===== src/rtl/servo_pkg.sv =====
// Shared types, widths and the position-to-pulse-width conversion for the servo path.
package servo_pkg;

  localparam int unsigned WIDTH_W        = 17;
  localparam int unsigned POS_W          = 8;
  localparam int unsigned HOLD_W         = 8;
  localparam int unsigned MIN_TICKS_DEF  = 50000;
  localparam int unsigned STEP_TICKS_DEF = 196;

  typedef enum logic [1:0] {
    ST_IDLE   = 2'd0,
    ST_ARM    = 2'd1,
    ST_MOVE   = 2'd2,
    ST_RETURN = 2'd3
  } state_e;

  // Command payload captured on the accept cycle.
  typedef struct packed {
    logic [POS_W-1:0]  pos;
    logic [HOLD_W-1:0] hold;
    logic              ret;
  } cmd_t;

  // Pulse width in clk ticks for a position; fits 17 bits for pos 0..255 with the defaults.
  function automatic logic [WIDTH_W-1:0] pos_to_ticks(input logic [POS_W-1:0] pos,
                                                      input int unsigned min_ticks,
                                                      input int unsigned step_ticks);
    return WIDTH_W'(min_ticks + 32'(pos) * step_ticks);
  endfunction

endpackage


===== src/rtl/rr_arb2.sv =====
// Two-way round-robin arbiter: the requester that did not win last time has priority.
module rr_arb2 (
  input  logic       clk,
  input  logic       rst_n,
  input  logic       en_i,
  input  logic [1:0] valid_i,
  input  logic       accept_i,
  output logic [1:0] ready_c_o,
  output logic       grant_c_o,
  output logic       last_grant_o
);

  logic last_grant_q, last_grant_d;
  logic pick;

  // Pick the winner and raise at most one ready bit.
  always_comb begin
    pick         = valid_i[1];
    ready_c_o    = 2'b00;
    last_grant_d = last_grant_q;
    if (&valid_i) begin
      pick = ~last_grant_q;
    end
    if (en_i && (|valid_i)) begin
      ready_c_o[pick] = 1'b1;
    end
    if (accept_i) begin
      last_grant_d = pick;
    end
  end

  // Remember the last winner; reset favours requester A on the first contest.
  always_ff @(posedge clk) begin
    if (!rst_n) begin
      last_grant_q <= 1'b1;
    end else begin
      last_grant_q <= last_grant_d;
    end
  end

  assign grant_c_o    = pick;
  assign last_grant_o = last_grant_q;

endmodule


===== src/rtl/servo_move_scheduler.sv =====
// Shares one servo channel between two requesters; all PWM updates land on frame boundaries.
module servo_move_scheduler
  import servo_pkg::*;
#(
  parameter int unsigned MIN_TICKS     = MIN_TICKS_DEF,
  parameter int unsigned STEP_TICKS    = STEP_TICKS_DEF,
  parameter int unsigned HOME_POS      = 0,
  parameter int unsigned RETURN_FRAMES = 25
) (
  input  logic               clk,
  input  logic               rst_n,
  input  logic               frame_tick,
  input  logic [1:0]         req_valid,
  output logic [1:0]         req_ready,
  input  logic [15:0]        req_pos,
  input  logic [15:0]        req_hold,
  input  logic [1:0]         req_ret,
  output logic [WIDTH_W-1:0] pwm_width,
  output logic               pwm_enable,
  output logic               busy,
  output logic               grant_id,
  output logic               done
);

  localparam logic [WIDTH_W-1:0] HOME_TICKS = pos_to_ticks(POS_W'(HOME_POS), MIN_TICKS, STEP_TICKS);
  localparam logic [HOLD_W-1:0]  RET_CNT    = HOLD_W'(RETURN_FRAMES);

  state_e              state_q, state_d;
  cmd_t                cmd_q, cmd_d;
  logic                grant_q, grant_d;
  logic [HOLD_W-1:0]   cnt_q, cnt_d;
  logic [WIDTH_W-1:0]  width_q, width_d;
  logic                enable_q, enable_d;
  logic                done_q, done_d;
  logic                busy_q, busy_d;

  logic                arb_en;
  logic                accept;
  logic                grant_c;
  logic                last_grant;

  assign arb_en = (state_q == ST_IDLE);
  assign accept = arb_en && (|(req_valid & req_ready));

  rr_arb2 u_arb (
    .clk          (clk),
    .rst_n        (rst_n),
    .en_i         (arb_en),
    .valid_i      (req_valid),
    .accept_i     (accept),
    .ready_c_o    (req_ready),
    .grant_c_o    (grant_c),
    .last_grant_o (last_grant)
  );

  // Next-state and output logic; every change to the PWM inputs is gated by frame_tick.
  always_comb begin
    state_d  = state_q;
    cmd_d    = cmd_q;
    grant_d  = grant_q;
    cnt_d    = cnt_q;
    width_d  = width_q;
    enable_d = enable_q;
    done_d   = 1'b0;

    unique case (state_q)
      ST_IDLE: begin
        if (accept) begin
          cmd_d.pos  = grant_c ? req_pos[15:8]  : req_pos[7:0];
          cmd_d.hold = grant_c ? req_hold[15:8] : req_hold[7:0];
          cmd_d.ret  = req_ret[grant_c];
          grant_d    = grant_c;
          state_d    = ST_ARM;
        end
      end
      ST_ARM: begin
        if (frame_tick) begin
          width_d  = pos_to_ticks(cmd_q.pos, MIN_TICKS, STEP_TICKS);
          enable_d = 1'b1;
          cnt_d    = (cmd_q.hold == '0) ? HOLD_W'(1) : cmd_q.hold;
          state_d  = ST_MOVE;
        end
      end
      ST_MOVE: begin
        if (frame_tick) begin
          if (cnt_q <= HOLD_W'(1)) begin
            if (cmd_q.ret) begin
              width_d = HOME_TICKS;
              cnt_d   = RET_CNT;
              state_d = ST_RETURN;
            end else begin
              enable_d = 1'b0;
              done_d   = 1'b1;
              state_d  = ST_IDLE;
            end
          end else begin
            cnt_d = cnt_q - HOLD_W'(1);
          end
        end
      end
      ST_RETURN: begin
        if (frame_tick) begin
          // A count of zero (no return frames) also releases on the first tick.
          if (cnt_q <= HOLD_W'(1)) begin
            enable_d = 1'b0;
            done_d   = 1'b1;
            state_d  = ST_IDLE;
          end else begin
            cnt_d = cnt_q - HOLD_W'(1);
          end
        end
      end
      default: begin
        state_d = ST_IDLE;
      end
    endcase

    busy_d = (state_d != ST_IDLE);
  end

  // State and output registers with synchronous active-low reset.
  always_ff @(posedge clk) begin
    if (!rst_n) begin
      state_q  <= ST_IDLE;
      cmd_q    <= '0;
      grant_q  <= 1'b0;
      cnt_q    <= '0;
      width_q  <= HOME_TICKS;
      enable_q <= 1'b0;
      done_q   <= 1'b0;
      busy_q   <= 1'b0;
    end else begin
      state_q  <= state_d;
      cmd_q    <= cmd_d;
      grant_q  <= grant_d;
      cnt_q    <= cnt_d;
      width_q  <= width_d;
      enable_q <= enable_d;
      done_q   <= done_d;
      busy_q   <= busy_d;
    end
  end

  assign pwm_width  = width_q;
  assign pwm_enable = enable_q;
  assign busy       = busy_q;
  assign grant_id   = grant_q;
  assign done       = done_q;

endmodule


===== config.mk =====
export PLATFORM = sky130hd
export DESIGN_NAME = servo_move_scheduler
export DESIGN_NICKNAME = d
export VERILOG_FILES = /design/src/rtl/servo_pkg.sv /design/src/rtl/rr_arb2.sv /design/src/rtl/servo_move_scheduler.sv
export SDC_FILE = /design/constraint.sdc
export NUM_CORES = 1
export LEC_CHECK = 0
export ABC_CLOCK_PERIOD_IN_PS = 8200
export CAP_MARGIN = 20
export CORE_MARGIN = 5
export CORE_UTILIZATION = 56
export DETAILED_ROUTE_END_ITERATION = 16
export GPL_TIMING_DRIVEN = 0
export PLACE_DENSITY_LB_ADDON = 0.3
export SLEW_MARGIN = 15
export SYNTH_ARGS = -nofsm -noshare
export SYNTH_HDL_FRONTEND = slang
export SYNTH_HIERARCHICAL = 1
export SYNTH_SLANG_ARGS = --single-unit

===== constraint.sdc =====
create_clock -name clk -period 8.2 [get_ports clk]
set_input_delay 2.46 -clock clk [delete_from_list [all_inputs] [get_ports clk]]
set_output_delay 2.46 -clock clk [all_outputs]
set_load 0.05 [all_outputs]

==> results of run 1 <==
worst max-delay path: stages:
cell	delay, ns
clkdlybuf4s50_1	0.52
a21boi_2	0.23
and2_1	0.21
clkdlybuf4s50_1	0.82
Yosys cell counts, drive strengths merged, types with 2 or more instances:
| cell type | count | area (sq um) |
|---|---|---|
| nand2 | 23 | 86.3 |
| a22oi | 5 | 37.5 |
| ha | 31 | 388 |
| clkbuf | 10 | 37.5 |
| nor3 | 10 | 61.3 |
| fa | 3 | 60.1 |
| o21a | 3 | 22.5 |
| a211oi | 24 | 180 |
| nor2b | 7 | 43.8 |
| nor2 | 42 | 158 |
| nand3 | 12 | 60.1 |
| inv | 15 | 56.3 |
| buf | 10 | 65.1 |
| or3 | 5 | 31.3 |
| and3 | 2 | 12.5 |
| nand2b | 3 | 18.8 |
| o32ai | 3 | 26.3 |
| xnor2 | 2 | 17.5 |
| dfxtp | 47 | 941 |
| nand4 | 3 | 18.8 |
| a311oi | 2 | 35.0 |
| o21ai | 18 | 93.8 |
| mux2i | 18 | 180 |
| xor2 | 7 | 61.3 |
| a31oi | 2 | 12.5 |
| a221oi | 2 | 23.8 |
| nor3b | 4 | 30.0 |
| a21o | 2 | 15.0 |
| nor4 | 5 | 37.5 |
| a21oi | 18 | 90.1 |
final timing paths:
path,start,endpoint,cells past startpoint
hold / removal,pwm_width[10]$_SDFFE_PN0P_,pwm_width[10]$_SDFFE_PN0P_,2
setup / recovery,req_valid[1],req_ready[1],4
setup reg to reg,cmd_q[11]$_SDFFE_PN0P_,pwm_width[15]$_SDFFE_PN1P_,12
hold reg to reg,pwm_width[10]$_SDFFE_PN0P_,pwm_width[10]$_SDFFE_PN0P_,2
registers in the layout, indices dropped and copies added, names as in the netlist:
name,cells
state_q,2
busy,1
grant_id,1
cnt_q,8
pwm_width,15
done,1
cmd_q,17
u_arb/last_grant_o,1
pwm_enable,1
power groups by stage:
stage / combinational [mW] / clock (mW) / sequential [mW]
after detailed placement: 0.306 / 0 / 0.277
after floorplan: 0.212 / 0 / 0.289
final: 0.310 / 0.181 / 0.272
after CTS: 0.310 / 0.184 / 0.272
after global routing: 0.340 / 0.195 / 0.275
after global placement: 0.299 / 0 / 0.276
layout make-up:
type	count	area [sq um]
Inverter	15	56.3
Sequential cell	47	941
Clock inverter	2	38.8
Fill cell	439	1550
Timing Repair Buffer	59	591
Tap cell	72	90.1
Buffer	20	103
Clock buffer	6	82.6
Multi-Input combinational cell	276	1980
through the flow:
stage                     worst slack [ns]  hold WS (ns)
after floorplan                       2.44         0.444
after global placement                1.55         0.439
after detailed placement              1.53         0.446
after CTS                             1.50         0.460
after global routing                  1.45         0.482
final                                 1.49         0.459
kinds of logic (layout without fill, tap and decap cells):
logic type / Yosys count / count (layout) / share of synthesized area, %
and+or+nand+nor: 122 / 122 / 19.7
AOI/OAI and AO/OA: 90 / 90 / 21.2
DFF: 47 / 47 / 30.5
buffers and inverters: 35 / 102 / 5.16
adders and majority gates: 34 / 34 / 14.5
muxes: 19 / 19 / 6.21
xor gates and xnor gates: 9 / 9 / 2.56
other: 1 / 2 / 0.122
cell usage in the layout, fill, tap and decap left out, drive strengths merged, types with 4 or more instances in the layout:
master and n:
a211oi 24, a21oi 18, a22oi 5, buf 10, clkbuf 16, clkdlybuf4s50 59, dfxtp 47, ha 31
inv 16, mux2i 18, nand2 23, nand3 12, nor2 42, nor2b 7, nor3 10, nor3b 4
nor4 5, o21ai 18, or3 5, xor2 7
metal layers:
metal	GRT usage, %	wire length (um)	up-vias
met2	37.6	3630	79
met1	27.8	3460	1318
met5	0	0	-
li1	-	-	1434
met4	4.97	57	0
met3	3.93	449	5
==> results.yml, run 1 <==
status:
  status: "finished, final reports clean"
global_route:
  grt_pass1_vias: 2740
  grt_overflow: 0
  grt_pass1_wl_mm: 12.8
  grt.total_usage_pct: 21.6
  grt_max_degree: 16
  antenna_found_initial: 0
logic_synthesis:
  synth_cell_types: 58
  async_flop_share_pct: 0
  yosys_warnings: 6
  synth-edff-count: 0
  syn_area_sq_mm: 0.00308
  syn_inst: 357
  ys_ff_latch: 47
  avgSynthCellArea_sq_um: 8.63
  ys.flop_type: "dfxtp_1"
  seq_area_frac_synth_pct: 30.5
power:
  power_mw: 0.763
  combPwrFrac_pct: 40.6
  pwr-share-clk_pct: 23.7
  p_leak_nw: 1.62
  swShare_pct: 36.8
  p_seq_share_pct: 35.6
  intPower_mw: 0.483
  pwr_density_cell_mw_per_mm2: 196
  p_sw_mw: 0.281
  ir_drop_v: 0.000108
layout:
  drive_gt1_share_pct: 5.88
  stdcell_count: 497
  antennaDiodeCount: 0
  final_area_sq_mm: 0.00389
  final_util_pct: 71.5
  area_growth_pct: 26.2
  final_nets: 497
route:
  wirelength_mm: 7.60
  vias: 2836
  drtPass1Iterations: 4
  avgRoutedWirePerCell_um: 15.3
  ant_nets: 0
  drt-initial-drc-count: 153
  vias_per_cell: 5.71
  drc: 0
timing:
  maxSlewHeadroom_pct: 52.7
  tns_ns: 0
  period_needed_ns: 6.71
  finalCritPeriodShare_pct: 81.9
  rsz0062_at_grt: "false"
  fin_skew_ns: 0.0105
  fmax_ghz: 0.149
  finalMaxSlewViolations: 0
  hold_viol: 0
  finalSetupViolCount: 0
  worstMarginPinSlew_ns: 0.705
critical_path:
  path_class: "in -> out"
  r2r_setup_slack_ns: 4.39
  worstPathArrival_ns: 4.25
  startpoint_type: "primary input"
  cp_max_fo: 3
  cp.required_ns: 5.74
  end_kind: "primary output"
floorplan:
  die_x_um: 84.2
  io_pins: 62
  fp.coreArea_sq_mm: 0.00544
  die_area_sq_mm: 0.00708
  fp.dieH_um: 84.2
  start_util_pct: 56.6
  rows: 27
clocking:
  cts_made_buffers: 5
  root_buffer: "clkbuf_8"
  clock_latency_ns: 0.30
  cts.sink_count: 47
  postCtsHoldBufs: 0
  post_cts_buffers: 0
  htree_levels: 2
  cts_tree: "built"
  clkTransAtPathRegs_ns: 0.09
  clk_path_buf_depth: 2
  cts-resized-gates: 0
place:
  dpl_cell_area_sq_mm: 0.00376
  dpl.cell_count: 489
  port_buffers: 59
  dp_hpwl_mm: 5.81
  gp_congestion: 0.921
hold_path:
  hp-class: "reg -> reg"
flow_run:
  maxCapViolCount: 0
No activity file was read; power rests on OpenSTA's default activity.
==> inputs of run 2 (changes only) <==
Settings changed: ABC_CLOCK_PERIOD_IN_PS 8200 to 7000, CORE_UTILIZATION 56 to 52.
Clock period 8.2 ns to 7 ns, I/O delays scaled along.
==> results.yml, run 2 (synthesized netlist as in run 1, its figures left out) <==
place:
  gp_congestion: 0.881
  dpl.cell_count: 492
  port_buffers: 59
  dp_hpwl_mm: 5.88
timing:
  rsz0062_at_grt: "false"
  finalMaxSlewViolations: 0
  worstMarginPinSlew_ns: 0.637
  maxSlewHeadroom_pct: 57.2
  finalCritPeriodShare_pct: 84.3
  period_needed_ns: 5.90
  tns_ns: 0
  fin_skew_ns: 0.00895
  finalSetupViolCount: 0
  fmax_ghz: 0.169
  hold_viol: 0
route:
  drt-initial-drc-count: 159
  wirelength_mm: 7.43
  drtPass1Iterations: 4
  avgRoutedWirePerCell_um: 14.9
  drc: 0
  vias_per_cell: 5.76
  ant_nets: 0
  vias: 2882
power:
  p_leak_nw: 1.61
  pwr-share-clk_pct: 20.6
  combPwrFrac_pct: 42.4
  intPower_mw: 0.528
  p_seq_share_pct: 37.0
  pwr_density_cell_mw_per_mm2: 222
  swShare_pct: 38.5
  ir_drop_v: 0.000112
  p_sw_mw: 0.331
clocking:
  cts_made_buffers: 5
  clock_latency_ns: 0.31
  cts.sink_count: 47
  postCtsHoldBufs: 0
  cts-resized-gates: 0
  clkTransAtPathRegs_ns: 0.09
  post_cts_buffers: 0
  htree_levels: 2
  cts_tree: "built"
  clk_path_buf_depth: 2
  root_buffer: "clkbuf_8"
layout:
  final_nets: 497
  antennaDiodeCount: 0
  regMostFlops: "cmd_q"
  area_growth_pct: 25.5
  layout_commonest_cell: "clkdlybuf4s50_1"
  mostFrequentLayoutCells: "59 x clkdlybuf4s50_1, 47 x dfxtp_1, 42 x nor2_1, 31 x ha_1, 24 x a211oi_1"
  largest_reg_flops: 17
  fill_cells: 488
  stdcell_count: 500
  drive_gt1_share_pct: 5.88
floorplan:
  io_pins: 62
  fp.coreArea_sq_mm: 0.00585
  die_area_sq_mm: 0.00756
  rows: 28
  start_util_pct: 52.7
  die_x_um: 87.0
  fp.dieH_um: 87.0
global_route:
  grt_overflow: 0
  grt_max_degree: 16
  grt_pass1_wl_mm: 12.6
  grt.total_usage_pct: 20.9
  antenna_found_initial: 0
  grt_pass1_vias: 2719
critical_path:
  end_kind: "primary output"
  r2r_setup_slack_ns: 3.20
  crit_chain: "clkdlybuf4s50_1 -> a21boi_2 -> and2_1 -> clkdlybuf4s50_1"
  crit_slowest_cell: "clkdlybuf4s50_1"
  cp.required_ns: 4.90
  startpoint_type: "primary input"
  path_common_cell: "clkdlybuf4s50_1"
  path_class: "in -> out"
  cp_max_fo: 3
  worstPathArrival_ns: 3.80
  slowest_delay_ns: 0.82
hold_path:
  hp-class: "reg -> reg"
status:
  status: "finished, final reports clean"
flow_run:
  maxCapViolCount: 0
run 2: cell types whose count changed in the layout (fill, tap and decap cells not counted), sizes merged:
cell | before | now
bufinv | 1 | 0
clkinv | 0 | 1
run 2: power by group through the flow:
stage          Sequential (mW)  Combinational, mW  Clock [mW]
6_report                 0.318              0.364       0.177
5_1_grt                  0.322              0.404       0.195
4_1_cts                  0.318              0.365       0.182
3_5_place_dp             0.324              0.361           0
3_3_place_gp             0.323              0.352           0
2_1_floorplan            0.339              0.249           0
run 2: worst max-delay path: cells and delay by family:
kind / cells / cell delay (ns)
buf+inv: 2 / 1.32
compound gates: 1 / 0.20
simple gates: 1 / 0.17
run 2: cell type report:
cell class,count,area [sq um],share of cell area (%)
plain buffers,20,103,2.65
clock buffers,6,82.6,2.14
clock inverters,2,13.8,0.356
inverters,15,56.3,1.46
multi-input cells,276,1980,51.3
flip-flops and latches,47,941,24.3
well taps,75,93.8,2.43
repair buffers,59,591,15.3
run 2: metal layers:
metal / part of all wire, % / vias up / track usage (%)
met1: 47 / 1344 / 27.7
met4: 2.9 / 0 / 8.22
met2: 44 / 81 / 33.0
met5: 0 / - / 0
li1: - / 1440 / -
met3: 5.2 / 17 / 4.26
run 2: per-stage QoR:
stage	area [sq um]	power [mW]	hold slack [ns]	setup slack, ns	util, %
after floorplan	3080	0.587	0.444	1.96	-
after global placement	3770	0.675	0.440	1.15	64.4
after detailed placement	3770	0.684	0.449	1.10	64.4
after CTS	3860	0.865	0.464	1.10	66.1
after global routing	3860	0.921	0.496	1.06	66.1
final	3860	0.860	0.462	1.10	66.1
run 2: worst paths after layout:
path / startpoint / end / cells after the start
max reg2reg: cmd_q[11]$_SDFFE_PN0P_ / pwm_width[15]$_SDFFE_PN1P_ / 12
max: req_valid[1] / req_ready[1] / 4
min reg2reg: pwm_width[5]$_SDFFE_PN0P_ / pwm_width[5]$_SDFFE_PN0P_ / 2
min: pwm_width[5]$_SDFFE_PN0P_ / pwm_width[5]$_SDFFE_PN0P_ / 2
==> inputs of run 3 (changes only) <==
Settings changed: ABC_CLOCK_PERIOD_IN_PS 7000 to 5600.
Clock period 7 ns to 5.6 ns, I/O delays scaled along.
==> results of run 3 <==
The final DEF is identical to that of run 2. Status: finished, final reports clean.
Among the figures that moved: setup slack after placement 1.10 ns -> 0.545 ns; setup slack after layout 1.10 ns -> 0.540 ns; register-to-register setup slack 3.20 ns -> 1.80 ns; total power 0.860 mW -> 1.07 mW; worst IR drop on VDD 0.000112 V -> 0.000140 V
